$ cat src/rtl/mux_scan_pkg.sv
// Shared types and constants for the multiplexed scan sampler.
// Holds the FSM state encoding, counter/channel sizing and a lowest-channel helper.
package mux_scan_pkg;

    typedef enum logic [1:0] {
        IDLE   = 2'd0,
        SETTLE = 2'd1,
        DONE   = 2'd2
    } state_e;

    localparam int CNT_W    = 4;
    localparam int NUM_CHAN = 4;
    localparam int SEL_W    = 2;

    // Lowest set bit of a mask; returns 0 for an empty mask.
    function automatic logic [SEL_W-1:0] first_chan(input logic [NUM_CHAN-1:0] mask);
        logic [SEL_W-1:0] idx;
        idx = '0;
        for (int i = NUM_CHAN - 1; i >= 0; i--) begin
            if (mask[i]) begin
                idx = SEL_W'(i);
            end
        end
        return idx;
    endfunction

endpackage

$ cat src/rtl/mux_scan_next_chan.sv
// Combinational search for the next enabled channel strictly above the current one.
// found is low when no higher channel is enabled, which ends the scan.
module mux_scan_next_chan
    import mux_scan_pkg::*;
(
    input  logic [NUM_CHAN-1:0] mask,
    input  logic [SEL_W-1:0]    cur,
    output logic [SEL_W-1:0]    next,
    output logic                found
);

    always_comb begin
        next  = '0;
        found = 1'b0;
        // Walk downwards so the lowest qualifying index is the one left behind.
        for (int i = NUM_CHAN - 1; i >= 0; i--) begin
            if (mask[i] && (i > int'(cur))) begin
                next  = SEL_W'(i);
                found = 1'b1;
            end
        end
    end

endmodule

$ cat src/rtl/mux_scan_sampler.sv
// Steps an external 4:1 mux through the enabled channels, dwelling SETTLE_CYCLES per
// channel, and captures the mux output into a word handed off with valid/ready.
module mux_scan_sampler
    import mux_scan_pkg::*;
#(
    parameter int unsigned SETTLE_CYCLES = 2
) (
    input  logic                clk,
    input  logic                rst_n,
    input  logic                start,
    input  logic [NUM_CHAN-1:0] chan_mask,
    output logic [SEL_W-1:0]    sel,
    input  logic                mux_in,
    output logic                busy,
    output logic                out_valid,
    input  logic                out_ready,
    output logic [NUM_CHAN-1:0] out_data
);

    state_e              state_q, state_d;
    logic [SEL_W-1:0]    sel_q, sel_d;
    logic [CNT_W-1:0]    cnt_q, cnt_d;
    logic [NUM_CHAN-1:0] mask_q, mask_d;
    logic [NUM_CHAN-1:0] shadow_q, shadow_d;

    logic [SEL_W-1:0]    next_sel;
    logic                next_found;
    logic                dwell_done;

    mux_scan_next_chan u_next_chan (
        .mask  (mask_q),
        .cur   (sel_q),
        .next  (next_sel),
        .found (next_found)
    );

    assign dwell_done = (cnt_q == CNT_W'(SETTLE_CYCLES - 1));

    always_comb begin
        state_d  = state_q;
        sel_d    = sel_q;
        cnt_d    = cnt_q;
        mask_d   = mask_q;
        shadow_d = shadow_q;

        case (state_q)
            IDLE: begin
                if (start && (chan_mask != '0)) begin
                    mask_d   = chan_mask;
                    shadow_d = '0;
                    sel_d    = first_chan(chan_mask);
                    cnt_d    = '0;
                    state_d  = SETTLE;
                end
            end
            SETTLE: begin
                if (dwell_done) begin
                    shadow_d[sel_q] = mux_in;
                    cnt_d           = '0;
                    if (next_found) begin
                        sel_d = next_sel;
                    end else begin
                        state_d = DONE;
                    end
                end else begin
                    cnt_d = cnt_q + CNT_W'(1);
                end
            end
            DONE: begin
                if (out_ready) begin
                    state_d = IDLE;
                end
            end
            default: begin
                state_d = IDLE;
            end
        endcase
    end

    always_ff @(posedge clk or negedge rst_n) begin
        if (!rst_n) begin
            state_q  <= IDLE;
            sel_q    <= '0;
            cnt_q    <= '0;
            mask_q   <= '0;
            shadow_q <= '0;
        end else begin
            state_q  <= state_d;
            sel_q    <= sel_d;
            cnt_q    <= cnt_d;
            mask_q   <= mask_d;
            shadow_q <= shadow_d;
        end
    end

    assign sel       = sel_q;
    assign busy      = (state_q == SETTLE) || (state_q == DONE);
    assign out_valid = (state_q == DONE);
    assign out_data  = shadow_q;

endmodule

$ cat config.mk
export PLATFORM = sky130hd
export DESIGN_NAME = mux_scan_sampler
export DESIGN_NICKNAME = d
export VERILOG_FILES = /design/src/rtl/mux_scan_pkg.sv /design/src/rtl/mux_scan_next_chan.sv /design/src/rtl/mux_scan_sampler.sv
export SDC_FILE = /design/constraint.sdc
export NUM_CORES = 1
export LEC_CHECK = 0
export ABC_CLOCK_PERIOD_IN_PS = 1800
export CAP_MARGIN = 25
export CORE_AREA = 2 2 52 54
export CTS_CLUSTER_SIZE = 40
export DETAILED_ROUTE_END_ITERATION = 12
export DIE_AREA = 0 0 54 56
export PLACE_DENSITY = 0.7
export SLEW_MARGIN = 20
export SYNTH_ARGS = -nofsm -noshare
export SYNTH_HDL_FRONTEND = slang
export SYNTH_SLANG_ARGS = --single-unit
export TNS_END_PERCENT = 10
$ cat constraint.sdc
create_clock -name clk -period 1.8 [get_ports clk]
set_input_delay 0.18 -clock clk [delete_from_list [all_inputs] [get_ports clk]]
set_output_delay 0.18 -clock clk [all_outputs]
set_load 0.005 [all_outputs]
==> impl_metrics.json <==
{
  "status": "complete, no violations",
  "r2r-end": "state_q[0]$_DFFE_PN0P_",
  "finalWeightedCongestion": 0.826,
  "hold_class": "in -> async",
  "worst_setup_path_start_kind": "flop",
  "clkSlewWorstSetupHoldPaths_ns": 0.10,
  "peakVddDrop_mv": 0.697,
  "ctsRootBufferMaster": "clkbuf_4",
  "wirelength_um": 2050,
  "place_worst_setup_slack_ns": -0.0368,
  "fin_crit_sh_pct": 96.1,
  "dp.cells": 153,
  "hold_violations": 0,
  "avgSynthCellArea_sq_um": 9.44,
  "syn_nets": 113,
  "synth-seq-area-share_pct": 40.6,
  "p_leak_nw": 0.538,
  "setup_viol": 0,
  "synth_cells": 98,
  "drv_cap": 0,
  "filler_cell_count": 234,
  "worstMarginPinSlew_ns": 0.363,
  "fin_nets": 143,
  "synth_top_area_cell": "dfrtp_1",
  "clkLatencyLatePin_ns": 0.29,
  "worstPathRequired_ns": 1.62,
  "synth-seq-cells": 15,
  "wl_per_cell_um": 13.1,
  "cts_hold_buf": 0,
  "r2r_slack_ns": 0.11,
  "cp_data_arrival_time_ns": 1.55,
  "dp_hpwl_um": 1580,
  "io_buffer_count": 16,
  "syn2layout_area_growth_pct": 32.9,
  "fp.dieArea_sq_mm": 0.00302,
  "fin_tns_setup_ns": 0,
  "cts_buffers": 3,
  "max_freq_mhz": 578,
  "timing.rr.start": "cnt_q[1]$_DFFE_PN0P_",
  "crit_path_end_kind": "output pin",
  "clk_path_buf_depth": 2,
  "vias_per_cell": 5.00,
  "io_pins": 17,
  "hold_ws_ns": 0.190,
  "layout_setup_ws_ns": 0.0709,
  "die-height_um": 56,
  "stdcell_count": 157,
  "postCtsSetupRepairBufs": 0,
  "fin_crit_ns": 1.73,
  "slew_viol_final": 0,
  "vias": 785,
  "syn-cell-area_sq_um": 925,
  "placed_cell_area_sq_mm": 0.00119,
  "gr-total-overflow": 0,
  "drtIter0Drc": 19,
  "start_util_pct": 38.0,
  "die_w_um": 54,
  "synth_top_area_share_pct": 40.6,
  "coreArea_sq_mm": 0.00243,
  "power.total_mw": 1.90,
  "synth_edf_count": 0,
  "ys_types": 33,
  "htreeDepth": 1,
  "clock_skew_ns": 0.00703,
  "r2r_cells": 6,
  "stdcell_area_sq_mm": 0.00123,
  "synth_warnings": 0,
  "tritoncts": "yes",
  "synth.area.top_cells": "dfrtp_1, ha_1, o21ai_0",
  "async_reset_ff_share_pct": 100,
  "row_count": 18,
  "utilization_pct": 50.5,
  "drc": 0,
  "drive_gt1_share_pct": 22.8,
  "grtUsageTotal_pct": 15.4,
  "first_pass_iters": 4,
  "relSlewSlack_pct": 75.5,
  "path_class": "reg -> out",
  "power_density_mw_per_mm2": 1550,
  "ant_nets": 0,
  "antenna_cells": 0,
  "crit_fanout": 3,
  "antenna_found_initial": 0,
  "grt_pass1_wl_um": 3470,
  "cts.sinks": 15,
  "grt_pass1_vias": 774,
  "grt_max_degree": 16,
  "rsz0062_at_grt": "yes",
  "synthFlopType": "dfrtp_1"
}
## what timing repair did
action	CTS	global route
gates resized for setup	1	4
endpoints found under the setup margin	2	5
hold endpoints to repair	0	0
## worst max path at each step
stage,startpoint,endpoint,slack [ns],cells after the start
6_report,state_q[0]$_DFFE_PN0P_,busy,0.07,3
3_5_place_dp,chan_mask[0],cnt_q[0]$_DFFE_PN0P_,-0.04,5
2_1_floorplan,state_q[0]$_DFFE_PN0P_,cnt_q[0]$_DFFE_PN0P_,0.22,7
4_1_cts,state_q[0]$_DFFE_PN0P_,cnt_q[3]$_DFFE_PN0P_,0.04,7
5_1_grt,cnt_q[1]$_DFFE_PN0P_,out_data[3]$_DFFE_PN0P_,-0.003,7
3_3_place_gp,chan_mask[0],cnt_q[0]$_DFFE_PN0P_,0.02,5
## power by group
part	total [mW]	internal, mW	switching, mW
Sequential	0.558	0.461	0.0973
Combinational	1.14	0.597	0.545
Clock	0.201	0.0826	0.119
Total	1.90	1.14	0.761
## worst max-delay path, cell delays in order, from the launching register on
cell	delay [ns]
dfrtp_1	0.40
inv_2	0.07
ha_2	0.31
clkdlybuf4s50_1	0.49
## cell families (layout without fill, tap and decap cells)
kind of cell | after synthesis | in the layout | synth area share [%]
flip-flops | 15 | 15 | 40.6
multiplexers | 3 | 3 | 3.65
adder cells (fa/ha/maj) | 6 | 6 | 8.12
AO/OA/AOI/OAI | 33 | 33 | 25.7
AND/OR/NAND/NOR | 27 | 27 | 15.3
buffers and inverters | 14 | 43 | 6.63
## flip-flops by register name (all words and copies together) (netlist names)
register	cells
sel	2
state_q	2
out_data	4
mask_q	3
cnt_q	4
## metal layers
metal	GRT usage, %	wire length [um]	vias up	share of wire, %
li1	-	-	404	-
met1	19.7	925	366	45
met2	24.9	1030	15	50
met3	5.65	98	0	4.8
met4	2.14	0	0	0
met5	0	0	-	0
## synthesized netlist by cell type, types with 2 or more instances
cell type and number:
o22a_1 3, o22ai_1 2, inv_1 11, o21ai_2 2
nor3_1 2, nand2_1 10, nor2b_1 2, mux2_2 3
o21ai_0 9, o21ai_1 2, o31ai_1 2, ha_1 6
a21oi_1 5, nor2_1 6, dfrtp_1 15
## cell type report
cell class	instances	area (sq um)	area share [%]
Inverter	11	41.3	3.36
Clock inverter	1	5.00	0.407
Clock buffer	3	22.5	1.83
Tap cell	30	37.5	3.05
Timing Repair Buffer	28	250	20.4
Multi-Input combinational cell	69	497	40.4
Sequential cell	15	375	30.5
## cells in the final DEF (no fill, tap or decap), drive strengths merged, types with 2 or more instances in the layout
| master | count |
|---|---|
| buf | 12 |
| nor3 | 2 |
| ha | 6 |
| dfrtp | 15 |
| inv | 11 |
| o22ai | 2 |
| nor2b | 2 |
| clkdlybuf4s50 | 16 |
| o22a | 3 |
| clkbuf | 3 |
| nand2 | 10 |
| nor2 | 7 |
| a21oi | 5 |
| o21ai | 13 |
| o31ai | 3 |
| mux2 | 3 |
(Power assumes the default switching activity.)
